**src/rtl/byte_lane_sequencer_pkg.sv**
```systemverilog
// Shared types and defaults for the byte-lane capture sequencer.
// Lane count and width defaults match the 7 x 8-bit TT pin capture register.
package byte_lane_pkg;

    typedef enum logic [1:0] {
        ST_IDLE,
        ST_FILL,
        ST_DRAIN
    } state_e;

    localparam int LANES_DEF  = 7;
    localparam int W_DEF      = 8;
    localparam int LANE_IDX_W = $clog2(LANES_DEF);

endpackage

```
**src/rtl/byte_lane_sequencer_lane_buffer.sv**
```systemverilog
// LANES x W lane register array with per-lane and broadcast write.
// Read is a plain mux on the requested lane index.
module lane_buffer
    import byte_lane_pkg::*;
#(
    parameter int LANES = LANES_DEF,
    parameter int W     = W_DEF
) (
    input  logic                     clk,
    input  logic                     rst_n,
    input  logic                     we_i,
    input  logic                     bcast_i,
    input  logic [$clog2(LANES)-1:0] widx_i,
    input  logic [W-1:0]             wdata_i,
    input  logic [$clog2(LANES)-1:0] ridx_i,
    output logic [W-1:0]             rdata_o
);

    logic [W-1:0] lanes_q [LANES];

    always_ff @(posedge clk or negedge rst_n) begin
        if (!rst_n) begin
            for (int i = 0; i < LANES; i++) begin
                lanes_q[i] <= '0;
            end
        end else begin
            for (int i = 0; i < LANES; i++) begin
                if (bcast_i || (we_i && (int'(widx_i) == i))) begin
                    lanes_q[i] <= wdata_i;
                end
            end
        end
    end

    assign rdata_o = lanes_q[ridx_i];

endmodule

```
**src/rtl/byte_lane_sequencer.sv**
```systemverilog
// Fill-then-drain byte sequencer for the lane capture buffer.
// Input and output sides are never open at the same time.
module byte_lane_sequencer
    import byte_lane_pkg::*;
#(
    parameter int LANES = LANES_DEF,
    parameter int W     = W_DEF
) (
    input  logic                     clk,
    input  logic                     rst_n,
    input  logic                     in_valid,
    output logic                     in_ready,
    input  logic [W-1:0]             in_data,
    input  logic                     mode_rep,
    output logic                     out_valid,
    input  logic                     out_ready,
    output logic [W-1:0]             out_data,
    output logic [$clog2(LANES)-1:0] lane_idx,
    output logic                     frame_done
);

    localparam int IW = $clog2(LANES);
    localparam logic [IW-1:0] LAST = IW'(LANES - 1);

    state_e        state_q, state_d;
    logic [IW-1:0] idx_q, idx_d;
    logic          we, bcast;
    logic [W-1:0]  rdata;

    always_ff @(posedge clk or negedge rst_n) begin
        if (!rst_n) begin
            state_q <= ST_IDLE;
            idx_q   <= '0;
        end else begin
            state_q <= state_d;
            idx_q   <= idx_d;
        end
    end

    always_comb begin
        state_d    = state_q;
        idx_d      = idx_q;
        we         = 1'b0;
        bcast      = 1'b0;
        in_ready   = 1'b0;
        out_valid  = 1'b0;
        frame_done = 1'b0;
        unique case (state_q)
            ST_IDLE: begin
                // held low while reset is asserted
                in_ready = rst_n;
                if (in_valid && rst_n) begin
                    if (mode_rep) begin
                        bcast   = 1'b1;
                        state_d = ST_DRAIN;
                    end else begin
                        we      = 1'b1;
                        idx_d   = IW'(1);
                        state_d = ST_FILL;
                    end
                end
            end
            ST_FILL: begin
                in_ready = rst_n;
                if (in_valid && rst_n) begin
                    we = 1'b1;
                    if (idx_q == LAST) begin
                        idx_d   = '0;
                        state_d = ST_DRAIN;
                    end else begin
                        idx_d = idx_q + IW'(1);
                    end
                end
            end
            ST_DRAIN: begin
                out_valid = 1'b1;
                if (out_ready) begin
                    if (idx_q == LAST) begin
                        frame_done = 1'b1;
                        idx_d      = '0;
                        state_d    = ST_IDLE;
                    end else begin
                        idx_d = idx_q + IW'(1);
                    end
                end
            end
            default: begin
                state_d = ST_IDLE;
                idx_d   = '0;
            end
        endcase
    end

    lane_buffer #(
        .LANES (LANES),
        .W     (W)
    ) u_buf (
        .clk     (clk),
        .rst_n   (rst_n),
        .we_i    (we),
        .bcast_i (bcast),
        .widx_i  (idx_q),
        .wdata_i (in_data),
        .ridx_i  (idx_q),
        .rdata_o (rdata)
    );

    assign out_data = out_valid ? rdata : '0;
    assign lane_idx = idx_q;

endmodule

```
**config.mk**
```make
export PLATFORM = sky130hd
export DESIGN_NAME = byte_lane_sequencer
export DESIGN_NICKNAME = d
export VERILOG_FILES = /design/src/rtl/byte_lane_sequencer_pkg.sv /design/src/rtl/byte_lane_sequencer_lane_buffer.sv /design/src/rtl/byte_lane_sequencer.sv
export SDC_FILE = /design/constraint.sdc
export NUM_CORES = 1
export LEC_CHECK = 0
export BUFFER_PORTS_ARGS = -buffer_cell sky130_fd_sc_hd__buf_2
export CAP_MARGIN = 20
export CORE_MARGIN = 8
export CORE_UTILIZATION = 50
export DETAILED_ROUTE_END_ITERATION = 8
export PLACE_DENSITY = 0.69
export SKIP_CTS_REPAIR_TIMING = 1
export SLEW_MARGIN = 20
export SYNTH_ARGS = -nofsm -noshare
export SYNTH_HDL_FRONTEND = slang
export SYNTH_SLANG_ARGS = --single-unit
```
**constraint.sdc**
```tcl
create_clock -name clk -period 2.7 [get_ports clk]
set_clock_uncertainty 0.05 [all_clocks]
set_input_delay 0.54 -clock clk [delete_from_list [all_inputs] [get_ports clk]]
set_output_delay 0.54 -clock clk [all_outputs]
set_load 0.1 [all_outputs]
```
# Word-level counts from Yosys, hierarchy flattened
# Index checks and enable logic that the tools add are counted.
[totals]
regBits = 61
latchBits = 0
ram_bits = 0
rom_bits = 0
word_cells = 76
n_memories = 0
[classes]
add_sub_neg = 1
multipliers = 0
n_div = 0
n_lt_le_gt_ge = 1
n_eq_ne = 15
shifts = 0
mux = 29
n_bitwise = 1
reduce_logical = 20
[ops]
columns = ["operator", "n"]
rows = [
  ["8-bit binary-select mux with 3-bit select", 1],
  ["8-bit 2-to-1 mux", 3],
  ["3-bit equality test, second input constant", 5],
  ["3-bit 2-to-1 mux", 5],
  ["2-bit 2-to-1 mux", 6],
  ["2-bit inequality test, second input constant", 6],
  ["1-bit 2-to-1 mux", 11],
  ["3-bit case mux with 3 select lines", 1],
  ["1-bit logical AND", 8],
  ["1-bit logical OR", 7],
  ["3-bit by 2-bit equality test with 1-bit output, second input constant", 2],
  ["2-bit case mux with 3 select lines", 1],
  ["5-bit AND reduction", 1],
  ["4-bit greater-or-equal comparator, second input constant", 1],
  ["3-bit NOT with 4-bit output", 1],
  ["4-bit AND reduction", 1],
  ["3-bit by 1-bit adder with 3-bit output, second input constant", 1],
  ["3-bit zero test", 1],
  ["2-bit by 1-bit equality test with 1-bit output, second input constant", 1],
  ["2-bit equality test, second input constant", 1],
  ["2-bit zero test", 1],
  ["1-bit case mux with 2 select lines", 1],
  ["2-bit OR reduction", 1],
]

# Depth between registers and ports, before layout
# Gate-level depths: netlist of the first run.
[depth]
word_depth = 5
ltp_mapped = 8
mapped_depth_nobuf = 6

# By module
# Synthesis of the first run repeated with hierarchy kept, for this count alone.
[hier_totals]
cells_unflattened = 244
area_unflattened_um2 = 3165.5
[modules_own_cells]
columns = ["module", "instances", "cells_per_inst", "area_per_inst_um2"]
rows = [
  ["lane_buffer", 1, 191, 2690.1],
  ["byte_lane_sequencer", 1, 53, 475.5],
]

# Worst setup path after synthesis of the first run
# No wires, ideal clock.
[synth_path]
path_type = "register to output"
from = "register idx_q[1], in the netlist lane_idx[1]"
to = "output out_data[0]"
arrival_time_ns = 3.429
t_required_ns = 2.110
slack_ns = -1.319
path_stages_with_launch = 8
path_buffers = 3
cell_sequence = "dfrtp_1 -> buf_2 -> buf_2 -> buf_2 -> mux2i_1 -> nor2_1 -> a21oi_1 -> a21oi_1"
[synth_via]
elab_chain_len = 5
[synth_lines]
columns = ["item", "line", "rtl"]
rows = [
  ["start: declaration", "byte_lane_sequencer.sv:26", "logic [IW-1:0] idx_q, idx_d;"],
  ["start signal: assignment", "byte_lane_sequencer.sv:36", "idx_q <= idx_d;"],
  ["3-bit NOT with 4-bit output (not written as such)", "byte_lane_sequencer_lane_buffer.sv:35", "assign rdata_o = lanes_q[ridx_i];"],
  ["8-bit binary-select mux with 3-bit select", "byte_lane_sequencer_lane_buffer.sv:35", ""],
  ["8-bit 2-to-1 mux (not written as such) (2 in a row)", "byte_lane_sequencer_lane_buffer.sv:35", ""],
  ["8-bit 2-to-1 mux", "byte_lane_sequencer.sv:108", "assign out_data = out_valid ? rdata : '0;"],
  ["end: declaration", "byte_lane_sequencer.sv:17", "output logic [W-1:0] out_data,"],
]
# Every way passes these cells. The select of a mux whose other input is x is not followed.

# Worst setup path in the final report of the first run
[layout_path]
from = "register idx_q[0], in the netlist lane_idx[0]"
to = "output frame_done"
[layout_via]
elab_chain_len = 4
[layout_lines]
columns = ["item", "line", "rtl"]
rows = [
  ["3-bit equality test", "byte_lane_sequencer.sv:78", "if (idx_q == LAST) begin"],
  ["1-bit 2-to-1 mux", "byte_lane_sequencer.sv:78", ""],
  ["1-bit 2-to-1 mux", "byte_lane_sequencer.sv:77", "if (out_ready) begin"],
  ["1-bit 2-to-1 mux", "byte_lane_sequencer.sv:48", "unique case (state_q)"],
  ["end: declaration", "byte_lane_sequencer.sv:19", "output logic frame_done"],
]
# Every way passes these cells.

==> results summary, run 1 <==
27 I/O pins were placed. The global router's overall resource usage is 0.165. The critical register-to-register path endpoint is u_buf.lanes_q[16]$_DFFE_PN0P_. The number of register bits inferred by synthesis came out at 61. The top fanout value on the critical path is 7. The detailed-route vias per instance came out at 5.75. The routability-driven placement congestion ratio is 0.775.

The layout-stage area growth over the synthesis result is 23.1%. In this run the deepest clock path goes through 2 buffers. Timing would allow up to 0.392 GHz.

The total wire length came out at 6740 um. The worst setup path is captured at an output pin. The flow ran to the end, and the final reports show no timing, DRC or antenna violations. The initial antenna violation count was 0. Prior to clock tree synthesis, the placed netlist has a worst setup slack of 0.339 ns.

The clock-pin slew on the worst setup and hold paths came out at 0.06 ns. The relative max-transition margin is 0.596. The gate count of the mapped netlist came out at 229. The initial DRC count came out at 100. For the pin with the worst max-slew slack, the measured transition is 0.606 ns. The wire length of the first global-routing pass came out at 11000 um. The count of nets left with antenna violations after detail routing came out at 0. The final count of hold timing violations was 0. Setup repair after global routing left no endpoint under its margin.

The placeable core region came out at 5920 um^2. After the flow finishes, the layout carries non-filler instances totaling 344. The kind of critical path is flip-flop to output pin.

Dividing the final minimum period by the clock period gives 0.946. The total inserted antenna cells is 0. The core utilization of the finished layout is 0.637. For this run the aggregate overflow at the end of global routing stands at 0. The number of fillers in the final layout is 455. Of the cells placed in the final design, the portion with a size suffix greater than 1 is 0.517. For the worst setup path, the data arrival time is 1.96 ns. The vertical extent of the die is 94.2 um. The max-slew violation count came out at 0. The startpoint of the most critical register-to-register path is state_q[0]$_DFFE_PN0P_.

The post-synthesis average cell area came out at 13.4 um^2. The count of buffers inserted at the top-level ports is 26. The setup slack on the worst flop-to-flop path is 0.34 ns. The worst path setup slack after routing came out at 0.146 ns.

For the final routed database, the setup TNS stands at 0 ns. The iteration count of the initial detailed-routing pass is 4. The clock net in this run drives a total of 61 sinks.

The library cells used most frequently in the layout, excluding fill and tap cells, are dfrtp_1 (58), mux2_2 (57), buf_2 (17), nor2_1 (12). The die outline area is 8880 um^2. Synthesis produced a netlist with a net count of 247. The number of global-route vias before repair came out at 2081.

The CTS tree is yes. The site row count came out at 28. The number of placed instances, taps included is 325. The final net count came out at 283.

For the worst-skew pair, the clock arrives at the later sink with an insertion delay of 0.33 ns. The library cell used most frequently in the layout, excluding fill and tap cells, is dfrtp_1. The number of clock buffers added by TritonCTS is 9. The overall die width is 94.2 um.

The Yosys step of the flow raised 0 warnings. The number of max-capacitance violations reported is 0. The initial core utilization is 0.517. The number of setup violations in the final report came out at 0.

Entering global routing, the biggest net connects 39 pins. The overall via count from detail_route came out at 1978. The minimum clock period after layout came out at 2.55 ns.

In the routed design, unresolved DRC markers number 0. Dividing the detail-routed wire length by the instance count gives 19.6 um. CTS built an H-tree with a depth of 3. The area of the mapped netlist came out at 3060 um^2. The area taken by flip-flops and latches is 1540 um^2. Measured in cells, the most critical reg-to-reg path has a length of 6. For this run, the register share of the synthesized area comes to 0.499.

The path class of the tightest hold or removal check is primary input to async pin. STA classifies the critical path startpoint as a flip-flop. The detailed-placement wirelength estimate came out at 4250 um. The tree is rooted in a clkbuf_8. The critical path data required time is 2.11 ns.

The netlist uses 36 different library cells. The area occupied by multi-input gates came out at 1560 um^2.
## logic make-up after synthesis
family / share of synthesized area
adders and majority gates: 0.0204
and+or+nand+nor: 0.0621
DFF: 0.499
buffers and inverters: 0.0213
muxes: 0.298
AOI/OAI and AO/OA: 0.0989
## final cells by class
class | count | share of cell area
clock buffer | 14 | 0.0432
timing repair buffer | 36 | 0.0979
clock inverter | 1 | 0.00797
multi-input combinational | 154 | 0.415
sequential | 61 | 0.408
tap | 75 | 0.0249
inverter | 3 | 0.00299
## critical path: stages (launching register included)
cell and delay, ns:
dfrtp_4 0.51, clkbuf_4 0.20, and3b_1 0.33, and3_1 0.17, buf_2 0.42
## sequential cells by signal, indices dropped and copies added (netlist names)
register and cells:
lane_idx 3, state_q 2, u_buf.lanes_q 56
## synthesized netlist by cell type
cell type | number | area (um^2)
nor3_4 | 1 | 16.3
buf_2 | 4 | 20.0
mux4_2 | 8 | 180
nand3_2 | 1 | 10.0
o21ai_2 | 3 | 26.3
o211ai_2 | 1 | 12.5
and3_1 | 1 | 6.26
mux2_1 | 1 | 11.3
o211ai_4 | 1 | 21.3
a311o_1 | 1 | 10.0
mux2i_1 | 8 | 80.1
o31ai_1 | 1 | 7.51
a21oi_1 | 17 | 85.1
and2_1 | 2 | 12.5
and3b_1 | 1 | 8.76
o31ai_4 | 2 | 42.5
o21ai_0 | 11 | 55.1
buf_4 | 2 | 15.0
dfrtp_1 | 61 | 1530
inv_1 | 3 | 11.3
nor2_2 | 1 | 6.26
nand2_1 | 4 | 15.0
a21oi_2 | 1 | 8.76
o32a_1 | 1 | 10.0
and2b_2 | 1 | 8.76
o41ai_1 | 1 | 8.76
o211ai_1 | 1 | 7.51
clkbuf_1 | 5 | 18.8
ha_1 | 5 | 62.6
mux2_2 | 57 | 642
nor4b_1 | 1 | 8.76
a211oi_1 | 1 | 7.51
or3b_2 | 1 | 8.76
nor2b_1 | 3 | 18.8
nor2_1 | 12 | 45.0
nand2b_1 | 4 | 25.0
## metrics by stage
stage	hold slack [ns]	area [um^2]
finish	0.154	3770
global route	0.176	3770
CTS	0.158	3710
detailed placement	0.426	3520
global placement	0.418	3520
floorplan	0.194	3170
## per-layer routing
layer / GRT usage / vias to the layer above / wire [um]
li1: - / 919 / -
met1: 0.218 / 1009 / 3130
met2: 0.246 / 37 / 3160
met3: 0.0376 / 13 / 303
met4: 0.0845 / 0 / 139
met5: 0 / - / 0
## how the worst max path moves through the flow
stage	slack (ns)	endpoint	depth (start not counted)	from
after floorplan	0.02	out_data[6]	4	lane_idx[2]$_DFFE_PN0P_
after global placement	0.36	out_data[4]	4	lane_idx[0]$_DFFE_PN0P_
after detailed placement	0.34	u_buf.lanes_q[16]$_DFFE_PN0P_	6	state_q[0]$_DFFE_PN0P_
after CTS	-0.02	out_data[5]	4	lane_idx[0]$_DFFE_PN0P_
after global routing	0.07	frame_done	3	lane_idx[1]$_DFFE_PN0P_
final	0.15	frame_done	4	lane_idx[0]$_DFFE_PN0P_
Power of run 1 is left out: the tool's default activity adds up to more than one toggle a clock period on the data nets, which glitch-free logic cannot reach.
==> run 2: changes to the inputs <==
ABC_AREA = 1   (was unset)
PLACE_DENSITY = 0.68   (was 0.69)
==> run 2 against run 1 <==
Highest routed layer unchanged; utilization decreased by 4.9 points; die area is 8.0% higher; via count is 54% higher; area after synthesis increased by 9.6%; cell area grew 3.6%; cell count up 60%; worst setup slack got worse by 0.048 ns.
==> results summary, run 2 <==
The area of the mapped netlist came to 3350 um^2 (+9.6%). The number of warnings printed during yosys synthesis came out at 0 (unchanged). The number of clock buffers inserted by TritonCTS came out at 9 (unchanged). The number of setup violations in the final report is 0 (unchanged).

The worst slack after detailed placement came out at 0.385 ns (+0.0459 ns). The detailed-route vias per instance came out at 5.53 (-3.8%). The endpoint arrival time on the critical path came out at 2.01 ns (+0.05 ns).

The die outline area is 9590 um^2 (+8.0%). The final cell count without fillers is 552 (+60%). The maximum number of pins on one net before global-route repair came out at 62 (+59%). The initial core utilization is 0.505 (-0.0120). The slew at the pin with the worst max-slew slack is 0.783 ns (+0.177 ns). The depth of the worst register-to-register path is 8 (+2). The clock-pin slew on the worst setup and hold paths is 0.06 ns (about the same).

The site row count came out at 30 (+7.1%). The ratio of final minimum period to clock period came out at 0.963 (+0.0177). The iteration count of the initial detailed-routing pass is 5 (+1).

The worst register-to-register path ends at u_buf.lanes_q[43]$_DFFE_PN0P_. The area taken by flip-flops and latches is 1530 um^2 (-0.33%). The initial antenna violation count is 0 (unchanged).

The fraction of final layout cells sized beyond drive strength 1 is 0.172 (-0.345). STA classifies the critical path startpoint as a flip-flop. The initial DRC count came out at 216 (+120%). The fraction of post-synthesis cell area in the top cell type by area came out at 0.455 (-0.0437). By instance count, the leading cell after synthesis is nand2_1. The final net count is 486 (+72%). The max-slew violation count came out at 0 (unchanged). The detailed-placement wirelength estimate came out at 6200 um (+46%).

The placeable core region is 6640 um^2 (+12%). In this run the critical register-to-register path is launched from state_q[0]$_DFFE_PN0P_. The global-route congestion overflow total is 0 (unchanged). TritonCTS built the clock tree. The overall via count from detail_route is 3052 (+54%). The post-synthesis net count came out at 460 (+86%). The number of fillers in the final layout came out at 599 (+32%). The relative max-transition margin came out at 0.478 (-0.118). Ranked by flip-flop count, first place goes to u_buf.lanes_q. The routability-driven placement congestion ratio came to 0.934 (+20%). The H-tree depth came to 3 (unchanged).

The I/O pin total is 27 (unchanged). The type of the worst min-delay path is primary input to async pin. The top fanout value on the critical path is 8 (+1). The worst path setup slack after routing came out at 0.0986 ns (-0.0477 ns). The number of placed instances, taps included is 537 (+65%). The detailed-route DRC error count came out at 0 (unchanged). The maximum clock frequency is 0.384 GHz (-1.8%).

Ranked by total cell area, the synthesized netlist is headed by dfrtp_1 (46%), nand2_1 (23%), nand3_1 (11%). In this run the static leakage power is 2.07 nW. IR analysis of the VDD net gives a maximum drop of 0.967 mV. The run finished with clean final reports. The clock sink count is 61 (unchanged).

The insertion delay of the later-clocked pin in the worst-skew pair is 0.34 ns (about the same). The post-synthesis average cell area is 7.59 um^2 (-43%). The area occupied by multi-input gates was 1740 um^2 (+11%). The top cell types in the final layout, fill and taps aside, are nand2_1 (209), nand3_1 (71), dfrtp_1 (58), inv_1 (16), buf_2 (16).

The sequential element share of the synthesized area is 0.455 (-0.0437). The critical path data required time came out at 2.11 ns (about the same). The maximum number of buffers from clock root to sink is 2 (unchanged). The core utilization of the finished layout is 0.587 (-0.0491). The vertical extent of the die came out at 97.9 um (+3.9%). Sorting the synthesized cells by how often they occur yields nand2_1 (209), nand3_1 (71), dfrtp_1 (61).

The wire length per cell is 16.3 um (-17%). In this run the clock root is driven by a clkbuf_8. The final count of hold timing violations was 0 (unchanged).

The overall die width came out at 97.9 um (+3.9%). STA classifies the critical path endpoint as an output pin. The number of flops mapped to enable cells by yosys is 0 (unchanged). The flip-flop count of the largest register, all copies and words added came to 56 (unchanged).

The wire length of the first global-routing pass is 14800 um (+34%). The primary flip-flop cell chosen by synthesis mapping is dfrtp_1. The number of register bits inferred by synthesis was 61 (unchanged). From synthesis to final layout, the design area changed by 16.3%. The count of nets left with antenna violations after detail routing came out at 0 (unchanged). The synthesized design spends more area on one cell type than any other, namely dfrtp_1. The total wire length came out at 8980 um (+33%). The number of distinct library cells after synthesis was 25 (-31%). The count of buffers inserted at the top-level ports is 26 (unchanged). Setup repair after global routing could not meet its margin everywhere. The number of global-route vias before repair is 3005 (+44%).

The number of max-capacitance violations reported came out at 0 (unchanged). The power density over cell area is 1300 nW/um^2. The total inserted antenna cells is 0 (unchanged).

The post-synthesis async set-or-reset flop share came out at 1.00 (unchanged). The setup slack on the worst flop-to-flop path came out at 0.60 ns (+0.26 ns). The kind of critical path is flip-flop to output pin. The gate count of the mapped netlist is 442 (+93%). The global router's overall resource usage came out at 0.194 (+0.0291). The library cell used most frequently in the layout, excluding fill and tap cells, is nand2_1. The minimum clock period after layout came out at 2.60 ns (+0.0477 ns).
## run 2: cell types whose count changed after synthesis, moves of 4 or more
cell | previous run | this run
mux2i_1 | 8 | 0
inv_2 | 0 | 5
nand2_2 | 0 | 4
mux2_2 | 57 | 0
o21ai_0 | 11 | 0
nand3_1 | 0 | 71
nand2_1 | 4 | 209
nand4_4 | 0 | 6
mux4_2 | 8 | 0
nor2_1 | 12 | 18
nand2b_1 | 4 | 0
a21oi_1 | 17 | 8
inv_1 | 3 | 16
nand4_1 | 0 | 8
## run 2: how the worst max path moves through the flow
stage | start | to | slack (ns) | depth (start not counted)
5_1_grt | lane_idx[0]$_DFFE_PN0P_ | out_data[6] | -0.03 | 7
6_report | state_q[0]$_DFFE_PN0P_ | frame_done | 0.1 | 5
3_3_place_gp | lane_idx[0]$_DFFE_PN0P_ | out_data[4] | 0.43 | 8
4_1_cts | state_q[0]$_DFFE_PN0P_ | frame_done | 0.02 | 5
3_5_place_dp | state_q[0]$_DFFE_PN0P_ | frame_done | 0.38 | 5
2_1_floorplan | state_q[0]$_DFFE_PN0P_ | frame_done | -0.16 | 4
## run 2: power by group
part	internal [mW]	switching, mW
Combinational	0.757	1.75
Clock	0.473	0.343
Sequential	1.35	0.394
## run 2: final cells by class
type | instances | area share
sequential | 61 | 0.393
clock inverter | 1 | 0.00769
multi-input combinational | 343 | 0.445
timing repair buffer | 31 | 0.0654
clock buffer | 14 | 0.0417
tap | 80 | 0.0256
inverter | 22 | 0.0218
## run 2: logic make-up after synthesis
kind of cell / count (synthesis) / synth area share
adder cells (fa/ha/maj): 5 / 0.0186
AND/OR/NAND/NOR: 325 / 0.451
flip-flops: 61 / 0.455
buffers and inverters: 38 / 0.0537
AO/OA/AOI/OAI: 13 / 0.0220
## run 2: metal layers
metal	share of wire	vias up	global-route usage
met5	0	-	0
met4	0.027	0	0.0695
met3	0.066	23	0.0533
met2	0.47	113	0.313
met1	0.43	1437	0.242
li1	-	1479	-
## run 2: per-stage QoR
| step | hold slack [ns] | TNS, ns | total power, mW | cell area, um^2 |
|---|---|---|---|---|
| finish | 0.357 | 0 | 5.07 | 3900 |
| global route | 0.440 | -0.0457 | 5.39 | 3900 |
| CTS | 0.412 | 0 | 5.06 | 3890 |
| detailed placement | 0.445 | 0 | 4.23 | 3690 |
| global placement | 0.441 | 0 | 4.19 | 3690 |
| floorplan | 0.194 | -0.159 | 3.66 | 3450 |
## run 2: worst max-delay path, cell delays in order (launching register included)
cell and delay (ns):
dfrtp_1 0.42, inv_1 0.10, ha_2 0.32, inv_1 0.26, nor3_4 0.22, clkbuf_4 0.35
Note: power is estimated with default switching activity, not from simulation.
==> run 3: changes to the inputs <==
SETUP_SLACK_MARGIN = 0.2   (was unset)
==> run 3 against run 2 <==
Cell count grew 2.0%; clock power shrank 9.8%; largest cell class unchanged; critical endpoint is now out_data[6]; first-iteration DRC count shrank 19%; die area is the same; sequential power is essentially flat; highest routed layer unchanged; worst setup slack gained 0.16 ns; sequential cell count is the same.
==> results summary, run 3 (synthesis gave the netlist of run 2 again) <==
The endpoint arrival time on the critical path came out at 1.86 ns (-0.15 ns). The register bank with the most flops is u_buf.lanes_q. The power density over cell area came out at 1300 nW/um^2 (-0.30%). The worst slack after detailed placement is 0.361 ns (-0.0233 ns). The placeable core region came out at 6640 um^2 (unchanged). The largest voltage drop on the vdd net is 0.964 mV (-0.26%). The routability-driven placement congestion ratio was 0.906 (-3.0%). The maximum clock frequency is 0.409 GHz (+6.4%). The count of nets left with antenna violations after detail routing is 0 (unchanged). The number of setup violations in the final report came out at 0 (unchanged). The post-layout instance area came out at 4030 um^2 (+3.3%). The global-route congestion overflow total came to 0 (unchanged). The initial core utilization came out at 0.505 (unchanged).

The maximum number of pins on one net before global-route repair came out at 62 (unchanged). The maximum number of buffers from clock root to sink came out at 2 (unchanged). The fraction of final layout cells sized beyond drive strength 1 was 0.199 (+0.0271). The critical path is of the flip-flop to output pin type. The wire length of the first global-routing pass is 15000 um (+1.6%). The H-tree depth came out at 3 (unchanged). The worst path setup slack after routing was 0.254 ns (+0.156 ns). The detailed-placement wirelength estimate came out at 6150 um (-0.69%).

The area growth from synthesis to layout is 20.2%. The power after layout came out at 5.23 mW (+3.0%). The insertion delay of the later-clocked pin in the worst-skew pair came to 0.35 ns (about the same). The clock sink count was 61 (unchanged). The number of global-route vias before repair is 2927 (-2.6%). The site row count is 30 (unchanged). The aggregate negative setup slack is 0 ns (unchanged). The top fanout value on the critical path came out at 13 (+5). The leakage dissipation came out at 2.13 nW (+3.0%). Leaving out fill and tap cells, the most frequent cell in the layout is nand2_1.

The die outline area is 9590 um^2 (unchanged). The number of max-capacitance violations reported came to 0 (unchanged). The total inserted antenna cells came to 0 (unchanged). The overall die width is 97.9 um (unchanged).

The number of clock buffers inserted by TritonCTS is 9 (unchanged). The iteration count of the initial detailed-routing pass is 5 (unchanged). The initial DRC count is 176 (-19%). The vertical extent of the die is 97.9 um (unchanged). The overall via count from detail_route is 3060 (+0.26%).

The worst setup path is launched from a flip-flop. The wire length per cell was 15.5 um (-4.5%). The clock-pin slew on the worst setup and hold paths came out at 0.06 ns (about the same). The I/O pin total is 27 (unchanged).

The initial antenna violation count came out at 0 (unchanged). The count of buffers inserted at the top-level ports came out at 26 (unchanged). In the layout the commonest cells are nand2_1 (209), nand3_1 (71), dfrtp_1 (58), inv_1 (16), buf_2 (16). The relative max-transition margin is 0.482 (+0.00407). STA classifies the critical path endpoint as an output pin. The critical path data required time is 2.11 ns (about the same). The slew at the pin with the worst max-slew slack came out at 0.777 ns (-0.00611 ns).

The ratio of final minimum period to clock period is 0.906 (-0.0577). The flip-flop count of the largest register, all copies and words added is 56 (unchanged). The total wire length came out at 8750 um (-2.6%). Clock tree synthesis selected as its root buffer the cell clkbuf_8. The detailed-route DRC error count came out at 0 (unchanged). The global router's overall resource usage came out at 0.197 (+0.00359).

The max-slew violation count came out at 0 (unchanged). The detailed-route vias per instance came out at 5.44 (-1.7%). The flow ran to the end, and the final reports show no timing, DRC or antenna violations. TritonCTS built the clock tree. The final count of hold timing violations was 0 (unchanged).

The instance area after placement came out at 3720 um^2 (+0.68%). The worst hold path belongs to the class primary input to async pin. The minimum clock period after layout is 2.45 ns (-0.156 ns). Setup repair after global routing could not meet its margin everywhere. The final net count is 496 (+2.1%).
[run 3: cell count changes in the layout (fill, tap and decap cells not counted), sizes merged]
cell | previous run | this run
buf | 28 | 40
clkbuf | 17 | 13
clkinv | 0 | 3
bufinv | 1 | 0
clkinvlp | 0 | 1
[run 3: metal layers]
metal  vias to the layer above  part of all wire  global-route usage
met1                      1450              0.46               0.264
met5                         -                 0                   0
li1                       1493                 -                   -
met4                         0             0.018              0.0791
met3                        14             0.059              0.0398
met2                       103              0.47               0.305
[run 3: final timing paths]
check                                                  start                             to  slack (ns)  cells after the start
worst max register to register        state_q[0]$_DFFE_PN0P_  u_buf.lanes_q[51]$_DFFE_PN0P_        0.49                      8
worst min-delay path                                   rst_n        lane_idx[1]$_DFFE_PN0P_        0.32                      2
min in group clk                                  in_data[6]  u_buf.lanes_q[54]$_DFFE_PN0P_        0.45                      3
worst min register to register  u_buf.lanes_q[5]$_DFFE_PN0P_   u_buf.lanes_q[5]$_DFFE_PN0P_        0.46                      2
worst max-delay path                 lane_idx[0]$_DFFE_PN0P_                    out_data[6]        0.25                      8
max in group asynchronous                              rst_n        lane_idx[0]$_DFFE_PN0P_        1.72                      2
[run 3: layout make-up]
cell class / instances / area, um^2
Tap cell: 80 / 100
Fill cell: 603 / 2610
Inverter: 22 / 92.6
Clock inverter: 4 / 22.5
Sequential cell: 61 / 1540
Clock buffer: 12 / 155
Timing Repair Buffer: 41 / 372
Multi-Input combinational cell: 343 / 1750
[run 3: report_power, final]
| part | switching, mW | total (mW) | internal (mW) | leakage, nW |
|---|---|---|---|---|
| Combinational | 1.84 | 2.77 | 0.928 | 1.28 |
| Sequential | 0.362 | 1.72 | 1.36 | 0.759 |
| Clock | 0.358 | 0.737 | 0.378 | 0.0921 |
[run 3: worst max-delay path: stages (launching register included)]
cell and delay (ns):
dfrtp_4 0.56, inv_4 0.16, nor2_4 0.07, buf_4 0.16, nand2_1 0.06, nand3_1 0.08
nor2_1 0.19, nor2_4 0.07, buf_12 0.16
[run 3: stage by stage]
stage | utilization | hold WS [ns] | std cells
6_report | 0.607 | 0.322 | 563
4_1_cts | 0.587 | 0.374 | 554
3_3_place_gp | 0.560 | 0.440 | 538
3_5_place_dp | 0.560 | 0.445 | 538
5_1_grt | 0.607 | 0.420 | 563
2_1_floorplan | - | 0.194 | 442
